<file path="src/rtl/gb_lcd_transmitter.sv">
// Game Boy LCD transmitter: a small pixel FIFO feeding a timing FSM that drives
// pixel_data with per-pixel latch strobes, per-line hsync and per-frame vsync.
module gb_lcd_transmitter #(
    parameter int SCREEN_WIDTH  = 160,
    parameter int SCREEN_HEIGHT = 144,
    parameter int LATCH_HIGH    = 1,
    parameter int LATCH_LOW     = 1,
    parameter int HSYNC_CYCLES  = 4,
    parameter int VSYNC_CYCLES  = 4,
    parameter int FIFO_DEPTH    = 8
) (
    input  logic       clock,
    input  logic       reset,
    input  logic       enable,
    input  logic [1:0] pix_data,
    input  logic       pix_valid,
    output logic       pix_ready,
    output logic [1:0] pixel_data,
    output logic       hsync,
    output logic       vsync,
    output logic       data_latch,
    output logic       frame_done,
    output logic       underrun,
    output logic       busy
);

    localparam int PTR_W = $clog2(FIFO_DEPTH);
    localparam int LVL_W = PTR_W + 1;
    localparam logic [LVL_W-1:0] FULL_LEVEL = LVL_W'(FIFO_DEPTH);
    localparam logic [7:0]  PX_LAST   = 8'(SCREEN_WIDTH - 1);
    localparam logic [7:0]  LINE_LAST = 8'(SCREEN_HEIGHT - 1);
    localparam logic [15:0] VS_LAST   = 16'(VSYNC_CYCLES - 1);
    localparam logic [15:0] HS_LAST   = 16'(HSYNC_CYCLES - 1);
    localparam logic [15:0] LH_LAST   = 16'(LATCH_HIGH - 1);
    localparam logic [15:0] LL_LAST   = 16'(LATCH_LOW - 1);

    typedef enum logic [2:0] {
        ST_IDLE,
        ST_VSYNC,
        ST_FETCH,
        ST_LATCH,
        ST_GAP,
        ST_HSYNC,
        ST_FRAME_END
    } state_t;

    state_t           state, state_next;
    logic [1:0]       fifo_mem [FIFO_DEPTH];
    logic [PTR_W-1:0] wr_ptr, rd_ptr;
    logic [LVL_W-1:0] level;
    logic             fifo_empty, push, pop, leaving;
    logic [15:0]      timer;
    logic [7:0]       px_cnt, line_cnt;

    assign fifo_empty = (level == '0);
    assign pix_ready  = (level != FULL_LEVEL);
    assign push       = pix_valid && pix_ready;
    assign pop        = (state == ST_FETCH) && !fifo_empty;
    assign leaving    = (state_next != state);

    // Storage has no reset; emptiness is defined purely by the pointers and level.
    always_ff @(posedge clock) begin
        if (push) begin
            fifo_mem[wr_ptr] <= pix_data;
        end
    end

    always_ff @(posedge clock) begin
        if (reset) begin
            wr_ptr <= '0;
            rd_ptr <= '0;
            level  <= '0;
        end else begin
            if (push) wr_ptr <= wr_ptr + 1'b1;
            if (pop)  rd_ptr <= rd_ptr + 1'b1;
            case ({push, pop})
                2'b10:   level <= level + LVL_W'(1);
                2'b01:   level <= level - LVL_W'(1);
                default: level <= level;
            endcase
        end
    end

    always_ff @(posedge clock) begin
        if (reset) state <= ST_IDLE;
        else       state <= state_next;
    end

    always_comb begin
        state_next = state;
        case (state)
            ST_IDLE:      if (enable) state_next = ST_VSYNC;
            ST_VSYNC:     if (timer == VS_LAST) state_next = ST_FETCH;
            ST_FETCH:     if (!fifo_empty) state_next = ST_LATCH;
            ST_LATCH:     if (timer == LH_LAST) state_next = ST_GAP;
            ST_GAP:       if (timer == LL_LAST) state_next = (px_cnt == PX_LAST) ? ST_HSYNC : ST_FETCH;
            ST_HSYNC:     if (timer == HS_LAST) state_next = (line_cnt == LINE_LAST) ? ST_FRAME_END : ST_FETCH;
            ST_FRAME_END: state_next = enable ? ST_VSYNC : ST_IDLE;
            default:      state_next = ST_IDLE;
        endcase
    end

    // Outputs are registered from the next state so they line up exactly with the state register.
    always_ff @(posedge clock) begin
        if (reset) begin
            timer      <= '0;
            px_cnt     <= '0;
            line_cnt   <= '0;
            pixel_data <= '0;
            underrun   <= 1'b0;
            vsync      <= 1'b0;
            hsync      <= 1'b0;
            data_latch <= 1'b0;
            frame_done <= 1'b0;
            busy       <= 1'b0;
        end else begin
            timer <= leaving ? 16'd0 : timer + 16'd1;
            if (pop) pixel_data <= fifo_mem[rd_ptr];
            if ((state == ST_FETCH) && fifo_empty) underrun <= 1'b1;
            if (state == ST_VSYNC) begin
                px_cnt   <= '0;
                line_cnt <= '0;
            end
            if ((state == ST_GAP) && leaving) begin
                px_cnt <= (px_cnt == PX_LAST) ? 8'd0 : px_cnt + 8'd1;
            end
            if ((state == ST_HSYNC) && leaving) begin
                line_cnt <= line_cnt + 8'd1;
            end
            vsync      <= (state_next == ST_VSYNC);
            hsync      <= (state_next == ST_HSYNC);
            data_latch <= (state_next == ST_LATCH);
            frame_done <= (state_next == ST_FRAME_END);
            busy       <= (state_next != ST_IDLE);
        end
    end

endmodule

</file>
<file path="config.mk">
export PLATFORM = sky130hd
export DESIGN_NAME = gb_lcd_transmitter
export DESIGN_NICKNAME = d
export VERILOG_FILES = /design/src/rtl/gb_lcd_transmitter.sv
export SDC_FILE = /design/constraint.sdc
export NUM_CORES = 1
export LEC_CHECK = 0
export CELL_PAD_IN_SITES_DETAIL_PLACEMENT = 0
export CELL_PAD_IN_SITES_GLOBAL_PLACEMENT = 1
export CORE_MARGIN = 1.5
export CORE_UTILIZATION = 35
export DETAILED_ROUTE_END_ITERATION = 8
export GPL_TIMING_DRIVEN = 0
export PLACE_DENSITY = 0.72
export SYNTH_ARGS = -nofsm -noshare
export SYNTH_HDL_FRONTEND = slang
export SYNTH_SLANG_ARGS = --single-unit
</file>
<file path="constraint.sdc">
create_clock -name clock -period 4.57 [get_ports clock]
set_input_delay 0.914 -clock clock [delete_from_list [all_inputs] [get_ports clock]]
set_output_delay 0.914 -clock clock [all_outputs]
set_load 0.05 [all_outputs]
</file>
==> flow_metrics.env, run 1 <==
export IMPL_synth_seq_cells=69
export IMPL_timing_hold_worst_endpoint="line_cnt[7]"
export IMPL_dr_pass1_iters=4
export IMPL_cts_resized=0
export IMPL_final_cells=502
export IMPL_crit_arrival_ps=1910
export IMPL_period_share_pct=61.85
export IMPL_p_per_area_mw_per_mm2=314.1
export IMPL_coreArea_mm2=0.009284
export IMPL_gp_congestion=0.7912
export IMPL_slew_headroom_pct=59.27
export IMPL_ys_types=58
export IMPL_critPathLaunchType="flip-flop"
export IMPL_grt_pass1_wl_um=11250
export IMPL_cts_path_max_buffers=2
export IMPL_clockPowerShare_pct=39.3
export IMPL_tightestPinTransition_ps=607.7
export IMPL_drive_gt1_share_pct=12.06
export IMPL_setup_tns_final_ps=0
export IMPL_post_cts_repair_setup_buffers=0
export IMPL_initialDrtViolationCount=79
export IMPL_grt_overflow=0
export IMPL_holdBufCountCts=0
export IMPL_syn_nets=359
export IMPL_clk_latency_ps=350
export IMPL_p_switching_uw=333.1
export IMPL_fmax_mhz=353.8
export IMPL_dp_cells=486
export IMPL_dieArea_mm2=0.01025
export IMPL_final_area_mm2=0.003865
export IMPL_ys_seq_area_share_pct=45.65
export IMPL_hold_class="flip-flop to flip-flop"
export IMPL_final_nets=384
export IMPL_rr_startpoint="state[2]"
export IMPL_start_util_pct=36.37
export IMPL_rsz0062_at_grt="false"
export IMPL_vias=2445
export IMPL_via_per_inst=4.871
export IMPL_r2r_slack_ps=1850
export IMPL_root_buffer="clkbuf_8"
export IMPL_seq_power_share_pct=53.0
export IMPL_fillerInstances=946
export IMPL_ff2ff_path_depth=10
export IMPL_io_pins=15
export IMPL_clkTransAtPathRegs_ps=80
export IMPL_critPathMaxFanout=5
export IMPL_final_max_slew_violation_count=0
export IMPL_hold_start="line_cnt[7]"
export IMPL_synthToLayoutAreaGrowth_pct=14.45
export IMPL_drc_errors=0
export IMPL_grt_max_degree=16
export IMPL_antenna_found_initial=0
export IMPL_syn_inst=343
export IMPL_ys_async_sr_fraction_pct=0
export IMPL_critPathCaptureType="output pin"
export IMPL_cts_sinks=69
export IMPL_dp_hpwl_um=4675
export IMPL_run_status="completed"
export IMPL_cts_tree="yes"
export IMPL_intPower_uw=881.1
export IMPL_die_w_um=101.2
export IMPL_finalSetupViolCount=0
export IMPL_wl_per_cell_um=12.90
export IMPL_grt_pass1_vias=2394
export IMPL_critical_path_class="flip-flop to output pin"
export IMPL_clock_skew_final_ps=17.42
export IMPL_vdd_ir_drop_max_v=0.0002230
export IMPL_cap_violations=0
export IMPL_pwr_share_comb_pct=7.8
export IMPL_regToRegEndpoint="level[3]"
export IMPL_cp_required_ps=3660
export IMPL_cts_buffers=9
export IMPL_n_antenna_cell=0
export IMPL_synth_top_flop_cell="dfxtp_1"
export IMPL_port_buffers=14
export IMPL_synth_edf_count=16
export IMPL_grt_util_all_layers_pct=14.23
export IMPL_holdPathStages=1
export IMPL_synth_area_per_cell_um2=9.845
export IMPL_drt_total_wl_um=6474
export IMPL_p_leak_uw=0.001356
export IMPL_ys_warn_count=0
export IMPL_swShare_pct=27.43
export IMPL_die_y_um=101.2
export IMPL_final_hold_viol_count=0
export IMPL_fin_crit_ps=2827
export IMPL_postLayoutCoreUtil_pct=41.63
export IMPL_synthesis_area_mm2=0.003377
export IMPL_drtAntennaViolNets=0
export IMPL_rows=35
export IMPL_place_area_mm2=0.003679
export IMPL_cts_htree_levels=3
power by group through the flow:
| stage | combinational (uW) | clock (uW) | sequential, uW |
|---|---|---|---|
| 2_1_floorplan | 62.8 | 0 | 661 |
| 3_3_place_gp | 94.7 | 0 | 657 |
| 3_5_place_dp | 95.6 | 0 | 657 |
| 4_1_cts | 95.8 | 493 | 643 |
| 5_1_grt | 105 | 520 | 645 |
| 6_report | 94.5 | 477 | 643 |
through the flow:
stage                     hold WS [ps]  power (uW)  worst slack, ps
after detailed placement         465.9       752.8             1496
after global placement           456.5       751.7             1543
final                            487.8        1214             1743
after global routing             528.2        1270             1612
after CTS                        484.2        1231             1735
after floorplan                  432.9       724.3             2071
worst max-delay path, stage by stage (launching register included):
cell and delay [ps]:
dfxtp_1 480, nor3_1 100, nand2_1 160, clkdlybuf4s50_1 830
state kept, by name, summed over array words and instances, names as in the netlist, 2 cells and up:
name	count
fifo_mem	16
level	4
line_cnt	8
pixel_data	2
px_cnt	8
rd_ptr	3
state	3
timer	16
wr_ptr	3
routing by layer:
layer | global-route usage [%] | part of all wire, % | vias to the layer above | wire length [um]
li1 | - | - | 1276 | -
met1 | 18.49 | 50 | 1130 | 3216
met2 | 22.41 | 45 | 28 | 2913
met3 | 3.451 | 3.3 | 11 | 214
met4 | 6.624 | 2.0 | 0 | 128
met5 | 0 | 0 | - | 0
cell usage in the layout, fill, tap and decap left out, drive strengths merged, types with 3 or more instances in the layout:
cell,n
o21ai,19
nor4,6
inv,13
nand2b,5
nand3b,5
mux2i,4
xnor2,9
nor2,53
clkdlybuf4s50,14
edfxtp,16
and3,7
ha,9
nand4,5
nand2,18
nor2b,6
nor3b,3
buf,6
nand3,18
a21oi,21
xor2,14
dfxtp,53
mux4,4
a211oi,4
clkbuf,16
nor3,16
cells by family (layout without fill, tap and decap cells):
kind of cell,Yosys count,after routing,synth area share (%)
buffers and inverters,21,51,2.741
AOI/OAI and AO/OA,56,56,9.782
and+or+nand+nor,156,156,28.08
xor gates and xnor gates,23,23,5.965
muxes,8,8,3.853
adders and majority gates,10,10,3.927
DFF,69,69,45.65
cell usage after synthesis, types with 7 or more instances:
library cell  count  share of area [%]
edfxtp_1         16                 14
ha_1              9                3.3
o21ai_0          16                2.4
a21oi_1          21                3.1
dfxtp_1          53                 31
nand2_1          18                2.0
nor2_1           52                5.8
inv_1             8               0.89
nand3_1          18                2.7
xnor2_1           9                2.3
and3_1            7                1.3
xor2_1           14                3.6
nor3_1           13                1.9
worst max path at each step:
| stage | start | endpoint | slack, ps | depth (start not counted) |
|---|---|---|---|---|
| final | level[0] | pix_ready | 1740 | 3 |
| after detailed placement | pix_valid | level[3] | 1500 | 9 |
| after global placement | pix_valid | level[3] | 1540 | 9 |
| after CTS | level[0] | pix_ready | 1730 | 3 |
| after global routing | state[2] | level[3] | 1610 | 10 |
| after floorplan | level[0] | level[3] | 2070 | 10 |
layout make-up:
| cell class | instances | area (um^2) | share of cell area, % |
|---|---|---|---|
| Multi-Input combinational cell | 253 | 1743 | 45.10 |
| Sequential cell | 69 | 1541 | 39.88 |
| Inverter | 8 | 30.03 | 0.7769 |
| Clock buffer | 9 | 123.9 | 3.205 |
| Buffer | 13 | 62.56 | 1.619 |
| Clock inverter | 7 | 62.56 | 1.619 |
| Timing Repair Buffer | 14 | 140.1 | 3.626 |
| Tap cell | 129 | 161.4 | 4.176 |
Power figures use the tool's default switching activity.
==> run 2: changes to the inputs <==
clock period = 2.9 ns   (was 4.57 ns; I/O delays follow)
==> flow_metrics.env, run 2 (synthesized netlist as in run 1, its figures left out) <==
export IMPL_slowest_delay_ps=360
export IMPL_post_cts_repair_setup_buffers=0
export IMPL_cts_resized=0
export IMPL_crit_chain="buf_2 -> nand2b_1 -> nor3_4 -> ha_1 -> ha_1 -> a21o_1 -> a21oi_1 -> xnor2_1 -> or3_1 -> a21oi_1"
export IMPL_grt_pass1_vias=2394
export IMPL_cts_sinks=69
export IMPL_critPathCaptureType="flip-flop"
export IMPL_ff_latch_area_mm2=0.001541
export IMPL_final_hold_viol_count=0
export IMPL_dr_pass1_iters=5
export IMPL_run_status="completed"
export IMPL_cts_htree_levels=3
export IMPL_rows=35
export IMPL_cts_buffers=9
export IMPL_fin_crit_ps=2572
export IMPL_place_area_mm2=0.003679
export IMPL_clk_latency_ps=350
export IMPL_via_per_inst=4.888
export IMPL_final_max_slew_violation_count=0
export IMPL_grt_overflow=0
export IMPL_grt_pass1_wl_um=11250
export IMPL_root_buffer="clkbuf_8"
export IMPL_holdWs_ps=495.4
export IMPL_hold_class="flip-flop to flip-flop"
export IMPL_gp_congestion=0.7912
export IMPL_clkTransAtPathRegs_ps=80
export IMPL_antenna_found_initial=0
export IMPL_wl_per_cell_um=12.92
export IMPL_grt_util_all_layers_pct=14.23
export IMPL_dieArea_mm2=0.01025
export IMPL_crit_arrival_ps=2850
export IMPL_finalSetupViolCount=0
export IMPL_final_area_mm2=0.003871
export IMPL_final_nets=384
export IMPL_drt_total_wl_um=6488
export IMPL_slowest_stage="nor3_4"
export IMPL_holdBufCountCts=0
export IMPL_path_buf_inv=1
export IMPL_coreArea_mm2=0.009284
export IMPL_layout_commonest_cell="dfxtp_1"
export IMPL_slew_headroom_pct=59.73
export IMPL_critPathLaunchType="flip-flop"
export IMPL_p_leak_uw=0.001357
export IMPL_critPathMaxFanout=10
export IMPL_rsz0062_at_grt="false"
export IMPL_cap_violations=0
export IMPL_drtAntennaViolNets=0
export IMPL_p_per_area_mw_per_mm2=494.5
export IMPL_regToRegEndpoint="level[3]"
export IMPL_fmax_mhz=388.7
export IMPL_holdPathStages=1
export IMPL_drive_gt1_share_pct=12.06
export IMPL_synthToLayoutAreaGrowth_pct=14.63
export IMPL_clock_skew_final_ps=15.69
export IMPL_n_antenna_cell=0
export IMPL_hold_start="timer[0]"
export IMPL_reg_top3="fifo_mem x16, timer x16"
export IMPL_cts_tree="yes"
export IMPL_drc_errors=0
export IMPL_die_y_um=101.2
export IMPL_ff2ff_path_depth=10
export IMPL_port_buffers=14
export IMPL_setup_tns_final_ps=0
export IMPL_critical_path_class="flip-flop to flip-flop"
export IMPL_timing_hold_worst_endpoint="timer[0]"
export IMPL_tightestPinTransition_ps=604.0
export IMPL_grt_max_degree=16
export IMPL_vias=2454
export IMPL_die_w_um=101.2
export IMPL_initialDrtViolationCount=83
export IMPL_cts_path_max_buffers=2
export IMPL_crit_family="simple AND/OR/NAND/NOR gates"
export IMPL_multiInputGateArea_mm2=0.001749
export IMPL_vdd_ir_drop_max_v=0.0003500
export IMPL_cp_required_ps=3180
export IMPL_period_share_pct=88.71
export IMPL_io_pins=15
export IMPL_layout_cells_most_common_list="dfxtp_1, nor2_1, a21oi_1"
export IMPL_fillerInstances=947
export IMPL_start_util_pct=36.37
export IMPL_rr_startpoint="state[2]"
export IMPL_dp_hpwl_um=4675
export IMPL_r2r_slack_ps=330
## run 2: cell counts in the layout (fill, tap and decap cells not counted)
No cell type changed its count.
## run 2: routing by layer
layer / track usage, % / share of wire, % / up-vias / wire length, um
met1: 18.49 / 49 / 1135 / 3201
met3: 3.451 / 3.2 / 14 / 206
met5: 0 / 0 / - / 0
met2: 22.41 / 45 / 28 / 2944
met4: 6.624 / 2.1 / 0 / 136
li1: - / - / 1277 / -
## run 2: layout make-up
type                    count  area share (%)
plain buffers              13           1.616
well taps                 129           4.169
multi-input cells         253           45.18
inverters                   8          0.7757
repair buffers             14           3.620
clock buffers               9           3.200
clock inverters             7           1.616
flip-flops and latches     69           39.82
## run 2: per-stage QoR
stage / worst slack, ps / utilization (%) / power [uW] / instances
floorplan: 400.9 / - / 1141 / 343
global placement: 206.9 / 39.62 / 1185 / 486
detailed placement: 159.8 / 39.62 / 1186 / 486
CTS: 139.3 / 41.63 / 1940 / 502
global route: 125.5 / 41.70 / 2003 / 502
finish: 327.5 / 41.70 / 1914 / 502
## run 2: how the worst max path moves through the flow
stage,end,cells after the start,slack (ps),start
2_1_floorplan,level[3],10,400,level[0]
3_3_place_gp,level[3],9,210,pix_valid
3_5_place_dp,level[3],9,160,pix_valid
4_1_cts,level[3],10,140,state[2]
5_1_grt,level[3],10,130,state[2]
6_report,level[3],10,330,state[2]
## run 2: report_power, final
part / total, uW / internal [uW] / switching (uW)
logic: 150 / 60.6 / 89.7
registers: 1010 / 998 / 14.9
clock network: 751 / 330 / 421
